==> config.mk <==
export PLATFORM = sky130hd
export DESIGN_NAME = uart_rx_fifo
export DESIGN_NICKNAME = d
export VERILOG_FILES = /design/src/rtl/uart_defs.sv /design/src/rtl/fifo_ram_dp.sv /design/src/rtl/uart_rx_fifo.sv
export SDC_FILE = /design/constraint.sdc
export NUM_CORES = 1
export LEC_CHECK = 0
export ABC_AREA = 1
export CORE_AREA = 2 2 117 119
export DETAILED_ROUTE_END_ITERATION = 8
export DIE_AREA = 0 0 119 121
export PLACE_DENSITY_LB_ADDON = 0.3
export SYNTH_ARGS = -nofsm -noshare
export SYNTH_HDL_FRONTEND = slang
export SYNTH_SLANG_ARGS = --single-unit
==> constraint.sdc <==
create_clock -name clk -period 2.7 [get_ports clk]
set_input_delay 0.675 -clock clk [delete_from_list [all_inputs] [get_ports clk]]
set_output_delay 0.675 -clock clk [all_outputs]
set_load 0.02 [all_outputs]
==> src/rtl/uart_defs.sv <==
// rtl/uart_defs.sv - shared UART constants and types
package uart_defs;

  // Width of one UART character as delivered by the receiver
  localparam int UART_DATA_W = 8;

  typedef logic [UART_DATA_W-1:0] uart_byte_t;

endpackage

==> src/rtl/fifo_ram_dp.sv <==
// rtl/fifo_ram_dp.sv - DEPTH x W storage, synchronous write, registered read, no reset
module fifo_ram_dp #(
  parameter int DEPTH  = 16,
  parameter int ADDR_W = 4,
  parameter int W      = 8
) (
  input  logic              clk,
  input  logic              wr_en,
  input  logic [ADDR_W-1:0] wr_addr,
  input  logic [W-1:0]      wr_data,
  input  logic              rd_en,
  input  logic [ADDR_W-1:0] rd_addr,
  output logic [W-1:0]      rd_q
);

  logic [W-1:0] mem [0:DEPTH-1];

  // Write port; a same-address read in the same cycle returns the old word
  always_ff @(posedge clk) begin
    if (wr_en) mem[wr_addr] <= wr_data;
  end

  // Registered read port; holds its value until the next enabled read
  always_ff @(posedge clk) begin
    if (rd_en) rd_q <= mem[rd_addr];
  end

endmodule

==> src/rtl/uart_rx_fifo.sv <==
// rtl/uart_rx_fifo.sv - byte FIFO behind a UART receiver with edge-detected writes
module uart_rx_fifo
  import uart_defs::*;
#(
  parameter int DEPTH  = 16,
  parameter int ADDR_W = 4
) (
  input  logic                   clk,
  input  logic                   reset,
  input  logic [UART_DATA_W-1:0] rx_data,
  input  logic                   rx_data_valid,
  input  logic                   rd_en,
  output logic [UART_DATA_W-1:0] rd_data,
  output logic                   rd_valid,
  output logic                   empty,
  output logic                   full,
  output logic [ADDR_W:0]        count,
  output logic                   overflow,
  input  logic                   clear_overflow
);

  localparam logic [ADDR_W:0] DEPTH_C = (ADDR_W+1)'(DEPTH);

  logic              rx_data_valid_q;
  logic              wr_pulse;
  logic              rd_acc;
  logic              wr_acc;
  logic              drop;
  logic              rd_seen;
  logic [ADDR_W-1:0] wr_ptr;
  logic [ADDR_W-1:0] rd_ptr;
  uart_byte_t        ram_q;

  assign empty    = (count == '0);
  assign full     = (count == DEPTH_C);
  assign wr_pulse = rx_data_valid & ~rx_data_valid_q;
  // A read never bypasses a same-cycle write into an empty FIFO
  assign rd_acc   = rd_en & ~empty;
  // When full, a simultaneous read frees the slot the write lands in
  assign wr_acc   = wr_pulse & (~full | rd_acc);
  assign drop     = wr_pulse & full & ~rd_acc;
  // Storage has no reset, so rd_data reads as zero until the first pop
  assign rd_data  = rd_seen ? ram_q : '0;

  // Valid-level history; starting at 1 blocks a write for a level already high at reset release
  always_ff @(posedge clk) begin
    if (reset) rx_data_valid_q <= 1'b1;
    else       rx_data_valid_q <= rx_data_valid;
  end

  // Pointers and occupancy
  always_ff @(posedge clk) begin
    if (reset) begin
      wr_ptr <= '0;
      rd_ptr <= '0;
      count  <= '0;
    end else begin
      if (wr_acc) wr_ptr <= wr_ptr + 1'b1;
      if (rd_acc) rd_ptr <= rd_ptr + 1'b1;
      if (wr_acc && !rd_acc)      count <= count + 1'b1;
      else if (rd_acc && !wr_acc) count <= count - 1'b1;
    end
  end

  // Read strobe, one cycle behind the accepted read, and first-pop marker
  always_ff @(posedge clk) begin
    if (reset) begin
      rd_valid <= 1'b0;
      rd_seen  <= 1'b0;
    end else begin
      rd_valid <= rd_acc;
      if (rd_acc) rd_seen <= 1'b1;
    end
  end

  // Sticky drop flag; a drop in the clearing cycle keeps it set
  always_ff @(posedge clk) begin
    if (reset)               overflow <= 1'b0;
    else if (drop)           overflow <= 1'b1;
    else if (clear_overflow) overflow <= 1'b0;
  end

  fifo_ram_dp #(
    .DEPTH  (DEPTH),
    .ADDR_W (ADDR_W),
    .W      (UART_DATA_W)
  ) u_ram (
    .clk     (clk),
    .wr_en   (wr_acc),
    .wr_addr (wr_ptr),
    .wr_data (rx_data),
    .rd_en   (rd_acc),
    .rd_addr (rd_ptr),
    .rd_q    (ram_q)
  );

endmodule

==> reports/summary.txt, run 1 <==
status: completed
sequential share of power: 42.4%
Worst path max stage delay: 620 ps
Total Die Area: 14400 um2
DR vias: 4242
Initial Util: 48.9%
fin crit share: 93.1%
clock latency on the worst-skew pair: 420 ps
DPL Wire Length: 8.54 mm
antenna-violating nets left: 0
Unique masters post-synth: 26
Top Ports: 30
Worst Setup End Kind: primary output
Die Span Y: 121 um
crit path max fanout: 5
initial antenna violation count: 0
hold_ws: 461 ps
Placeable Area: 13100 um2
crit path buf inv count: 1
Syn Inst Count: 582
final max-slew violation count: 0
overall routing resource usage: 20.8%
CTS tree: yes
Yosys reg bits: 153
Setup Buffers After CTS: 0
Clk pwr share: 33.9%
clk sinks: 153
VDD IR max: 0.606 mV
RSZ-0062 raised after global routing: no
worst hold path class: flip-flop to flip-flop
Routed WL: 14.0 mm
PostCTS Resize Cnt: 0
Max Buffers Root-to-Sink: 2
share of cells above drive strength 1: 10.0%
slew margin rel.: 44.9%
Die Wd: 119 um
Final min period: 2510 ps
global-route wire length before repair: 22.0 mm
Setup CP Type: flip-flop to primary output
max_cap viols: 0
num rows: 42
power density over the cells: 889 nW/um2
Switching Fraction: 29.8%
Mapped Area: 6390 um2
Layout Nets: 657
drt initial violations: 460
DRT Pass-1 Iters: 4
Syn-to-layout area delta: 18.5%
post-synth net total: 605
met1 global-route usage: 24.4%
grt ovf: 0
syn_area_per_cell: 11.0 um2
port bufs: 29
largest net degree at the start of global routing: 74
Num CTS Buffers: 17
family with the most delay on the worst path: buffers and inverters
required time of the critical path: 2030 ps
CP Launch Type: flip-flop
share of the yosys chip area belonging to registers: 69.2%
busiest metal layer after global routing: met2
number of setup violations in the final report: 0
combinational share of power: 23.6%
n_diodes: 0
most used cell, CP: nor2_1
wire per inst: 17.0 um
FMAX: 398 MHz
H-tree depth: 4
root buf cell: clkbuf_16
# hold bufs at CTS: 0
CP Data Arrival Time: 1840 ps
sw power: 2.00 mW
Placer Congestion: 0.838
cell internal pwr: 4.73 mW
clock skew: 8.97 ps
Residual DRC: 0
met3 GRT Util: 6.20%
Leakage: 2.92 nW
total power: 6.74 mW
met2 Use GR: 35.4%
slowest CP cell: clkdlybuf4s50_1
Slew @ Worst Pin: 824 ps
vias in the first global route: 4206
YS warnings: 0
Avg Vias per Cell: 5.15
critical path cell sequence: nor2_1 > nand2_1 > nor2_1 > clkdlybuf4s50_1
Final Hold Vio Count: 0
Reg clk slew, reported paths: 60 ps
synthesized netlist by cell type:
cell | n | area (um2)
a21oi_1 | 36 | 180
buf_1 | 1 | 3.75
buf_2 | 11 | 55.1
buf_4 | 2 | 15.0
buf_6 | 4 | 45.0
clkbuf_1 | 5 | 18.8
clkbuf_2 | 1 | 5.00
clkinv_1 | 1 | 3.75
dfxtp_1 | 17 | 340
edfxtp_1 | 136 | 4080
fa_1 | 1 | 20.0
ha_1 | 9 | 113
inv_1 | 37 | 139
inv_2 | 3 | 11.3
nand2_1 | 139 | 522
nand2_2 | 1 | 6.26
nand3_1 | 42 | 210
nand3b_1 | 1 | 7.51
nand4_1 | 2 | 12.5
nor2_1 | 84 | 315
nor2_4 | 1 | 11.3
o211ai_1 | 8 | 60.1
o21ai_0 | 34 | 170
o21ai_1 | 1 | 5.00
or2_2 | 1 | 6.26
xor2_1 | 4 | 35.0
power groups by stage:
stage	Sequential (mW)	Clock [mW]	Combinational [mW]
floorplan	2.90	0	1.08
global placement	2.90	0	1.53
detailed placement	2.90	0	1.59
CTS	2.86	2.32	1.60
global route	2.88	2.42	1.78
finish	2.86	2.29	1.59
through the flow:
stage	cells	TNS (ps)	setup WS (ps)	instance area, um2	util, %
2_1_floorplan	582	0	298	6390	-
3_3_place_gp	791	-12.9	-12.9	6990	53.4
3_5_place_dp	791	-300	-153	6990	53.4
4_1_cts	823	0	165	7580	57.9
5_1_grt	823	0	70.0	7580	57.9
6_report	823	0	186	7580	57.9
tightest hold or removal path: cells and delay by family (launching register included):
kind,cells,cell delay [ps]
DFF,1,310
AOI/OAI and AO/OA,1,50
and+or+nand+nor,1,60
placed cells by master (no fill, tap or decap), types with 4 or more instances in the layout:
master / instances
clkinv_2: 6
nand3_1: 42
buf_4: 27
o21ai_0: 34
edfxtp_1: 136
clkbuf_8: 4
xor2_1: 4
nor2_1: 84
o211ai_1: 8
ha_1: 9
clkbuf_16: 20
clkdlybuf4s50_1: 29
dfxtp_1: 16
a21oi_1: 36
inv_1: 37
nand2_1: 139
state kept, by name (all words and copies together), names as in the netlist:
register,count
rd_valid,1
overflow,1
u_ram.mem,128
u_ram.rd_q,8
count,5
rd_seen,1
rx_data_valid_q,1
wr_ptr,4
rd_ptr,4
cell families (layout without fill, tap and decap cells):
family / after synthesis / after routing / share of synthesized area [%]
simple gates: 271 / 271 / 17.1
compound gates: 79 / 79 / 6.50
xor+xnor: 4 / 4 / 0.548
fa+ha+maj: 10 / 10 / 2.07
buf+inv: 65 / 130 / 4.64
flops: 153 / 153 / 69.2
layer usage:
| metal | up-vias | part of all wire, % |
|---|---|---|
| met2 | 148 | 52 |
| met3 | 22 | 5.8 |
| met4 | 0 | 2.4 |
| met5 | - | 0 |
| li1 | 2087 | - |
| met1 | 1985 | 40 |
layout make-up:
cell class                 count  area (um2)
sequential                   153        4430
clock buffer                  26         563
timing repair buffer          57         513
multi-input combinational    364        1670
inverter                      41         154
clock inverter                 6        30.0
fill                        1060        5510
tap                          176         220
final timing paths:
| path | slack, ps | to | cells after the start | from |
|---|---|---|---|---|
| hold reg to reg | 460 | overflow | 2 | overflow |
| setup / recovery | 190 | full | 4 | count[0] |
| setup reg to reg | 410 | count[3] | 13 | count[0] |
| hold / removal | 460 | overflow | 2 | overflow |
(Power assumes the default switching activity.)
==> inputs of run 2 (changes only) <==
--- a/config.mk
+++ b/config.mk
@@ -7,6 +7,7 @@
 export LEC_CHECK = 0
 export ABC_AREA = 1
 export CORE_AREA = 2 2 117 119
+export CTS_CLUSTER_DIAMETER = 120
 export DETAILED_ROUTE_END_ITERATION = 8
 export DIE_AREA = 0 0 119 121
 export PLACE_DENSITY_LB_ADDON = 0.3
==> results of run 2 <==
Final layout, timing and power as in run 1 (identical DEF).
